### src/rtl/lc3_memaccess.sv
// lc3_memaccess: memory-access stage of the LC3 pipeline.
// Runs the data-memory handshake for LD/LDR/ST/STR (one access) and
// LDI/STI (pointer read followed by the data access), with a per-access
// timeout.
//
// Ports:
//   clk, rst        clock, asynchronous active-high reset
//   start           one-cycle request, sampled only in IDLE
//   mem_op          00 read, 01 write, 10 indirect read, 11 indirect write
//   M_Addr, M_Data  effective address and store data from execute
//   Data_dout       data-memory read data
//   complete_data   data-memory completion for the current access
//   Data_addr       memory address
//   Data_din        memory write data
//   Data_rd         1 = read, 0 = write
//   Data_en         access request valid
//   memout          load result to writeback
//   busy            operation in progress
//   done, err       one-cycle completion / timeout pulses
module lc3_memaccess #(
   parameter int unsigned TIMEOUT = 64,
   parameter int unsigned AW      = 16
) (
   input  logic          clk,
   input  logic          rst,
   input  logic          start,
   input  logic [1:0]    mem_op,
   input  logic [AW-1:0] M_Addr,
   input  logic [AW-1:0] M_Data,
   input  logic [AW-1:0] Data_dout,
   input  logic          complete_data,
   output logic [AW-1:0] Data_addr,
   output logic [AW-1:0] Data_din,
   output logic          Data_rd,
   output logic          Data_en,
   output logic [AW-1:0] memout,
   output logic          busy,
   output logic          done,
   output logic          err
);

   localparam int unsigned CW = (TIMEOUT == 0) ? 1 : $clog2(TIMEOUT + 1);
   localparam logic [CW-1:0] TLIM = (TIMEOUT == 0) ? '0 : CW'(TIMEOUT - 1);

   typedef enum logic [1:0] {IDLE, IND, RD, WR} state_t;

   state_t        state_q;
   logic [AW-1:0] addr_q;
   logic [AW-1:0] data_q;
   logic [1:0]    op_q;
   logic [CW-1:0] cnt_q;
   logic          rd_q;
   logic          en_q;
   logic [AW-1:0] mem_q;
   logic          busy_q;
   logic          done_q;
   logic          err_q;
   logic          expire_d;

   // Current access has waited its full budget without completion.
   always_comb begin
      expire_d = 1'b0;
      if (TIMEOUT != 0)
         expire_d = (cnt_q == TLIM);
   end

   // All handshake outputs are registers, so they never glitch.
   always_ff @(posedge clk or posedge rst) begin
      if (rst) begin
         state_q <= IDLE;
         addr_q  <= '0;
         data_q  <= '0;
         op_q    <= '0;
         cnt_q   <= '0;
         rd_q    <= 1'b1;
         en_q    <= 1'b0;
         mem_q   <= '0;
         busy_q  <= 1'b0;
         done_q  <= 1'b0;
         err_q   <= 1'b0;
      end else begin
         done_q <= 1'b0;
         err_q  <= 1'b0;
         case (state_q)
            IDLE: begin
               if (start) begin
                  addr_q <= M_Addr;
                  data_q <= M_Data;
                  op_q   <= mem_op;
                  cnt_q  <= '0;
                  en_q   <= 1'b1;
                  busy_q <= 1'b1;
                  rd_q   <= (mem_op != 2'b01);
                  if (mem_op[1])
                     state_q <= IND;
                  else if (mem_op[0])
                     state_q <= WR;
                  else
                     state_q <= RD;
               end
            end
            default: begin
               // IND, RD and WR share completion and timeout handling.
               if (complete_data) begin
                  cnt_q <= '0;
                  if (state_q == IND) begin
                     // Pointer fetched: it becomes the data-access address.
                     addr_q <= Data_dout;
                     if (op_q == 2'b11) begin
                        state_q <= WR;
                        rd_q    <= 1'b0;
                     end else begin
                        state_q <= RD;
                        rd_q    <= 1'b1;
                     end
                  end else begin
                     if (state_q == RD)
                        mem_q <= Data_dout;
                     state_q <= IDLE;
                     en_q    <= 1'b0;
                     rd_q    <= 1'b1;
                     busy_q  <= 1'b0;
                     done_q  <= 1'b1;
                  end
               end else if (expire_d) begin
                  cnt_q   <= '0;
                  state_q <= IDLE;
                  en_q    <= 1'b0;
                  rd_q    <= 1'b1;
                  busy_q  <= 1'b0;
                  err_q   <= 1'b1;
               end else begin
                  cnt_q <= cnt_q + 1'b1;
               end
            end
         endcase
      end
   end

   assign Data_addr = addr_q;
   assign Data_din  = data_q;
   assign Data_rd   = rd_q;
   assign Data_en   = en_q;
   assign memout    = mem_q;
   assign busy      = busy_q;
   assign done      = done_q;
   assign err       = err_q;

endmodule
### config.mk
export PLATFORM = sky130hd
export DESIGN_NAME = lc3_memaccess
export DESIGN_NICKNAME = d
export VERILOG_FILES = /design/src/rtl/lc3_memaccess.sv
export SDC_FILE = /design/constraint.sdc
export NUM_CORES = 1
export LEC_CHECK = 0
export CORE_ASPECT_RATIO = 0.5
export CORE_MARGIN = 2
export CORE_UTILIZATION = 39
export CTS_CLUSTER_DIAMETER = 50
export DETAILED_ROUTE_END_ITERATION = 7
export PLACE_DENSITY = 0.73
export SKIP_CTS_REPAIR_TIMING = 1
export SYNTH_ARGS = -nofsm -noshare
export SYNTH_HDL_FRONTEND = slang
export SYNTH_SLANG_ARGS = --single-unit
### constraint.sdc
create_clock -name clk -period 2 [get_ports clk]
set_input_delay 0.4 -clock clk [delete_from_list [all_inputs] [get_ports clk]]
set_output_delay 0.4 -clock clk [all_outputs]
set_load 0.02 [all_outputs]
* Word level (Yosys, flattened, before mapping)
Cells that the tools add are included.
** Operators by class
- Add/sub/neg operators :: 1
- Eq/ne operators :: 7
- Mux-type cells :: 33
- Bitwise logic cells :: 2
- Reductions and logical operators :: 9
** Operator list (count)
- $mux W16 :: 4
- $mux W7 :: 4
- $mux W1 :: 19
- $mux W2 :: 6
- $add A7 B1 Y7 const B :: 1
- $eq A7 B6 Y1 const B :: 1
- $reduce_and A3 Y1 :: 2
- $eq A2 B2 Y1 const B :: 2
- $reduce_and A2 Y1 :: 2
- $reduce_and A4 Y1 :: 1
- $reduce_bool A2 Y1 :: 2
- $ne A3 B2 Y1 const B :: 1
- $reduce_bool A3 Y1 :: 1
- $eq A2 B1 Y1 const B :: 1
- $logic_not A2 Y1 :: 1
- $ne A2 B1 Y1 const B :: 1
- $ne A2 B2 Y1 const B :: 1
- $not A1 Y1 :: 2
** Storage, ports and cells
- Bits in registers :: 63
- Bits of input ports :: 54
- Output and inout port bits :: 53
- Word-level logic and storage cells :: 62

* Logic depth before layout (Yosys ltp)
Gate-level depths: netlist (run 1).
- Depth in word-level cells :: 5
- Gate-level depth with buffers :: 6
- Gate-level depth less buffers :: 5

* Worst setup path after synthesis (run 1)
Ideal clock, no wire load.
- Kind :: reg2reg
- Start point :: reg cnt_q[0]
- End point :: reg rd_q (netlist: Data_rd)
- Setup time :: 0.085 ns
- Data arrival time :: 1.505 ns
- Data required time :: 1.915 ns
- Slack :: 0.410 ns
- Cell stages (with the launch flop) :: 6
- Path buffers :: 0
- Clock period less this slack :: 1.590 ns
- Cell sequence :: dfrtp_1 > ha_1 > and4_1 > a31oi_4 > a21oi_2 > mux2_1
** Between the ends
- Cells in the longest elaborated chain, start to end :: 3
** RTL lines
- start: declaration :: line 51 : logic [CW-1:0] cnt_q;
- start signal: assignment :: line 133 : cnt_q <= cnt_q + 1'b1;
- $eq A7 B6 Y1 :: line 64 : expire_d = (cnt_q == TLIM);
- $reduce_bool A3 Y1 (no line)
- $reduce_and A2 Y1 (no line)
- end signal: assignment :: line 93 : rd_q <= (mem_op != 2'b01);
- end: declaration :: line 52 : logic rd_q;
No other way between the ends.
A chain may end at the register's enable or synchronous reset.

* Worst setup path after layout (run 1)
- Start point :: reg rd_q (netlist: Data_rd)
- End point :: out Data_rd
** RTL lines
- end: declaration :: line 34 : output logic Data_rd,
No word-level cell between the ends.

==> results_dict.tcl, run 1 <==
set metrics [dict create \
    synth_cells 207 \
    grt_pass1_vias 2128 \
    peakVddDrop_mv 0.6734 \
    rsz0062_at_grt "no" \
    synthSimpleGateAreaFrac 0.06996 \
    gp_congestion 0.8614 \
    met3_wirelength_um 249 \
    grt_pass1_wl_um 10940 \
    cp.arrival_ps 1450 \
    critical_path.max_fanout 2 \
    overflow 0 \
    hold_path.class "input port to asynchronous set/reset pin" \
    drt_first_pass_iters 4 \
    drt_iter0_markers 113 \
    synth_edf_count 0 \
    tightest_slew_ps 502.6 \
    synth_top_family_by_area "multiplexers" \
    initial_core_util 0.4068 \
    antenna_found_initial 0 \
    max_slew_margin 0.6631 \
    finalWirelength_um 6524 \
    cts_tree "done" \
    route.met2.wl_um 3495 \
    cap_violations 0 \
    antenna_cells_inserted 0 \
    grt_util_all_layers 0.1855 \
    synth_seq_area_share 0.5766 \
    finalHoldViolations 0 \
    critPathTopFamily "buffers and inverters" \
    syn_nets 262 \
    synth_fa_ha_area_frac 0.004572 \
    finalCritPeriodShare 0.9273 \
    drcViolationCount 0 \
    synthMuxAreaShare 0.2204 \
    die-height_um 63.23 \
    areaGrowthSynthToFinish_pct 52.86 \
    wire_per_inst_um 15.65 \
    synth_most_common_cell "dfrtp_1" \
    post-place-cells 401 \
    clk_pin_slew_worst_paths_ps 50 \
    async_flop_share 1.000 \
    yosys_register_bits 63 \
    p_leak_nw 1.786 \
    power_mw 6.913 \
    numCtsBuffers 9 \
    io_buffers 106 \
    synth_compound_area_frac 0.07453 \
    fin_tns_setup_ps 0 \
    dp_slack_ps 185.0 \
    clock_sinks 63 \
    crit_chain "clkdlybuf4s50_1" \
    ant_nets 0 \
    met1Wirelength_um 2729 \
    synth_area_per_cell_sq_um 13.22 \
    grt_max_degree 40 \
    fin_nets 375 \
    num_rows 21 \
    synthesis.area_sq_um 2736 \
    stdcell_count 417 \
    synth_top_area_frac 0.5670 \
    powerDensity_nw_per_um2 1653 \
    synth_ff_type "dfrtp_1" \
    slowest_delay_ps 610 \
    timing.critical_path.slowest_stage_cell "clkdlybuf4s50_1" \
    ys.warnings.count 0 \
    cp-end-kind "output pin" \
    skew_ps 2.975 \
    clock_latency_ps 320 \
    cts_root_buf "clkbuf_16" \
    worstSetupPathType "flop to output pin" \
    start_kind "flop" \
    vias_per_cell 4.727 \
    ys_types 34 \
    core_sq_um 6726 \
    drv_slew 0 \
    routed.top_layer "met4" \
    stdcell_area_sq_um 4183 \
    drive_gt1_frac 0.1631 \
    dp_hpwl_um 4776 \
    dieWidth_um 122.5 \
    setup_ws_ps 145.5 \
    period_minus_slack_ps 1855 \
    crit_buf_inv 1 \
    synth_common_cells "62 x dfrtp_1, 25 x nor2_1, 18 x a21oi_1" \
    setup_viol 0 \
    h-tree-depth 3 \
    dpl_cell_area_sq_um 3911 \
    synthXorXnorAreaFrac 0.01280 \
    outcome "completed" \
    via_count 1971 \
    io_pins 107 \
    die-area_sq_um 7743 \
    nFillCells 549 \
    cts_buffer_depth 2 \
    max_freq_mhz 539.2 \
    yosysTopAreaCell "dfrtp_1" \
    synth_area_leaders "dfrtp_1 57%, mux2_2 6.2%, mux2i_1 5.9%" \
    required_ps 1600 \
]
-- cells in the final DEF (no fill, tap or decap), types with 4 or more instances in the layout --
cell type and count:
clkdlybuf4s50_1 106, dfrtp_1 62, nor2_1 24, a21oi_1 18, mux2i_1 16, mux2_2 15, mux2_1 11, mux2_4 10
clkbuf_16 9, clkbuf_1 5, buf_4 5, o21ai_0 4, a22o_1 4, nand2_1 4
-- worst paths after layout --
path | from | end | slack, ps | depth (start not counted)
min in group clk | cnt_q[6]$_DFFE_PP0P_ | err$_DFF_PP0_ | 470 | 1
worst min register to register | cnt_q[6]$_DFFE_PP0P_ | err$_DFF_PP0_ | 470 | 1
max in group asynchronous | rst | Data_rd$_DFFE_PP1P_ | 1100 | 3
worst max register to register | cnt_q[0]$_DFFE_PP0P_ | Data_rd$_DFFE_PP1P_ | 220 | 5
worst max-delay path | Data_rd$_DFFE_PP1P_ | Data_rd | 150 | 1
worst min-delay path | rst | Data_din[2]$_DFFE_PP0P_ | 460 | 3
-- final cells by class --
type | count | area [sq um] | share of cell area
Sequential cell | 63 | 1578 | 0.3772
Timing Repair Buffer | 114 | 1159 | 0.2770
Multi-Input combinational cell | 129 | 1049 | 0.2507
Clock buffer | 16 | 271.5 | 0.06491
Tap cell | 92 | 115.1 | 0.02752
Inverter | 3 | 11.26 | 0.002692
-- registers in the layout, indices dropped and copies added, names as in the netlist --
register	count
op_q	2
Data_din	16
cnt_q	7
memout	16
err	1
done	1
state_q	2
Data_rd	1
Data_addr	16
busy	1
-- through the flow --
stage	util	hold WS, ps
after floorplan	-	408.7
after global placement	0.5815	445.3
after detailed placement	0.5815	452.0
after CTS	0.6218	462.6
after global routing	0.6218	480.8
final	0.6218	458.8
-- report_power, final --
group	switching [mW]	leakage, nW	internal [mW]
clock	0.490	0.131	0.906
combinational	1.56	0.908	1.73
sequential	0.361	0.746	1.86
-- per-layer routing --
layer  global-route usage  vias to the layer above
met5                    0                        -
met1               0.2196                      971
li1                     -                      955
met3              0.06069                        6
met4              0.04741                        0
met2               0.3257                       39
-- kinds of logic (layout without fill, tap and decap cells) --
family / Yosys count / count (layout)
flops: 63 / 63
mux: 52 / 52
simple gates: 41 / 41
compound gates: 31 / 31
buf+inv: 15 / 133
xor+xnor: 4 / 4
fa+ha+maj: 1 / 1
Power figures use the tool's default switching activity.
==> run 2, diff against run 1 <==
--- a/config.mk
+++ b/config.mk
@@ -5,6 +5,7 @@
 export SDC_FILE = /design/constraint.sdc
 export NUM_CORES = 1
 export LEC_CHECK = 0
+export ABC_AREA = 1
 export CORE_ASPECT_RATIO = 0.5
 export CORE_MARGIN = 2
 export CORE_UTILIZATION = 39
==> results_dict.tcl, run 2 <==
set metrics [dict create \
    vias_per_cell 4.775 \
    drt_iter0_markers 158 \
    period_minus_slack_ps 1841 \
    skew_ps 2.848 \
    timing.critical_path.slowest_stage_cell "clkdlybuf4s50_1" \
    peakVddDrop_mv 0.6220 \
    drv_slew 0 \
    h-tree-depth 3 \
    drcViolationCount 0 \
    rsz0062_at_grt "no" \
    antenna_cells_inserted 0 \
    wire_per_inst_um 14.47 \
    die-area_sq_um 7686 \
    cp.arrival_ps 1440 \
    synth_ff_type "dfrtp_1" \
    io_buffers 106 \
    core_sq_um 6700 \
    stdcell_count 488 \
    tightest_slew_ps 571.0 \
    ant_nets 0 \
    synth_edf_count 0 \
    clock_sinks 63 \
    setup_viol 0 \
    fin_tns_setup_ps 0 \
    nFillCells 541 \
    synthesis.area_sq_um 2715 \
    finalCritPeriodShare 0.9207 \
    dp_hpwl_um 4994 \
    grt_pass1_vias 2448 \
    hold_path.class "input port to asynchronous set/reset pin" \
    drt_first_pass_iters 4 \
    overflow 0 \
    async_flop_share 1.000 \
    start_kind "flop" \
    num_rows 21 \
    io_pins 107 \
    max_freq_mhz 543.1 \
    numCtsBuffers 9 \
    outcome "completed" \
    power_mw 6.922 \
    syn_nets 334 \
    antenna_found_initial 0 \
    slowest_delay_ps 590 \
    cap_violations 0 \
    final_common_cell "clkdlybuf4s50_1" \
    grt_util_all_layers 0.1974 \
    dieWidth_um 122 \
    final_cell_mix "106 x clkdlybuf4s50_1, 94 x nand2_1, 62 x dfrtp_1, 25 x nor2_1, 19 x nand3_1" \
    drive_gt1_frac 0.1136 \
    r2r_start "state_q[0]$_DFFE_PP0P_" \
    cts_tree "done" \
    required_ps 1600 \
    ys_types 24 \
    via_count 2330 \
    finalWirelength_um 7060 \
    synth_area_per_cell_sq_um 9.732 \
    crit_start "Data_rd$_DFFE_PP1P_" \
    worstSetupPathType "flop to output pin" \
    seq_area_sq_um 1578 \
    yosys_register_bits 63 \
    crit_buf_inv 1 \
    areaGrowthSynthToFinish_pct 53.13 \
    die-height_um 63 \
    ys.warnings.count 0 \
    grt_pass1_wl_um 11750 \
    finalHoldViolations 0 \
    critPathTopFamily "buffers and inverters" \
    fin_util 0.6205 \
    cts_root_buf "clkbuf_16" \
    synth_most_common_cell "nand2_1" \
    fin_nets 447 \
    critical_path.max_fanout 2 \
    synth_seq_area_share 0.5811 \
    grt_max_degree 38 \
    max_slew_margin 0.6184 \
    synth_area_leaders "dfrtp_1 57%, nand2_1 13%, mux2_4 5.0%" \
    cts_buffer_depth 2 \
    synth_common_cells "94 x nand2_1, 62 x dfrtp_1, 25 x nor2_1" \
    cp-end-kind "output pin" \
    p_leak_nw 1.899 \
    clk_pin_slew_worst_paths_ps 50 \
    synth_top_area_frac 0.5714 \
    initial_core_util 0.4052 \
    clock_latency_ps 320 \
    multi_input_area_sq_um 1005 \
    gp_congestion 0.7996 \
    synth_cells 279 \
    powerDensity_nw_per_um2 1665 \
    post-place-cells 473 \
    crit_chain "clkdlybuf4s50_1" \
    yosysTopAreaCell "dfrtp_1" \
]
run 2: changes by cell type after synthesis, moves of 3 or more:
cell / change
o21ai_0: +3
nand2_1: +90
xnor2_1: -3
a21oi_1: -17
a22o_1: -4
clkinv_1: +3
a31oi_1: +16
inv_1: +7
mux2_1: -11
mux2i_1: -16
nand3_1: +17
mux2_2: -6
run 2: final timing paths:
kind                       slack, ps  cells after the start                      to
max                              160                      1                 Data_rd
max in group asynchronous       1160                      3   memout[9]$_DFFE_PP0P_
min                              470                      3     op_q[1]$_DFFE_PP0P_
min reg2reg                      470                      2  memout[10]$_DFFE_PP0P_
min in group clk                 470                      2  memout[10]$_DFFE_PP0P_
max reg2reg                      480                      7  state_q[1]$_DFFE_PP0P_
run 2: cell type report:
| type | instances | area share |
|---|---|---|
| Inverter | 13 | 0.01174 |
| Timing Repair Buffer | 114 | 0.2757 |
| Tap cell | 92 | 0.02769 |
| Clock buffer | 11 | 0.05838 |
| Multi-Input combinational cell | 191 | 0.2416 |
| Sequential cell | 63 | 0.3795 |
| Clock inverter | 4 | 0.005417 |
run 2: metrics by stage:
stage                     setup WS, ps  area, sq um  hold WS (ps)
after floorplan                  31.91         2715         472.0
after CTS                        154.1         4158         470.3
after global placement           258.6         3892         455.0
final                            158.6         4158         471.0
after detailed placement         214.0         3892         457.9
after global routing             142.6         4158         491.9
run 2: cell families after synthesis:
logic type / count (synthesis) / share of synthesized area
simple gates: 144 / 0.2147
compound gates: 26 / 0.05714
fa+ha+maj: 1 / 0.004608
xor+xnor: 2 / 0.006453
buf+inv: 25 / 0.04885
flops: 63 / 0.5811
mux: 18 / 0.08710
run 2: routing by layer:
layer,routed length [um],vias up,GRT usage
met4,103,0,0.08190
met3,309,11,0.04927
met5,0,-,0
met2,3726,63,0.3310
met1,2920,1117,0.2440
li1,-,1139,-
run 2: power breakdown:
part / switching (mW) / total, mW / internal (mW)
Clock: 0.524 / 1.38 / 0.857
Sequential: 0.345 / 2.20 / 1.85
Combinational: 1.76 / 3.34 / 1.59
Total: 2.62 / 6.92 / 4.30
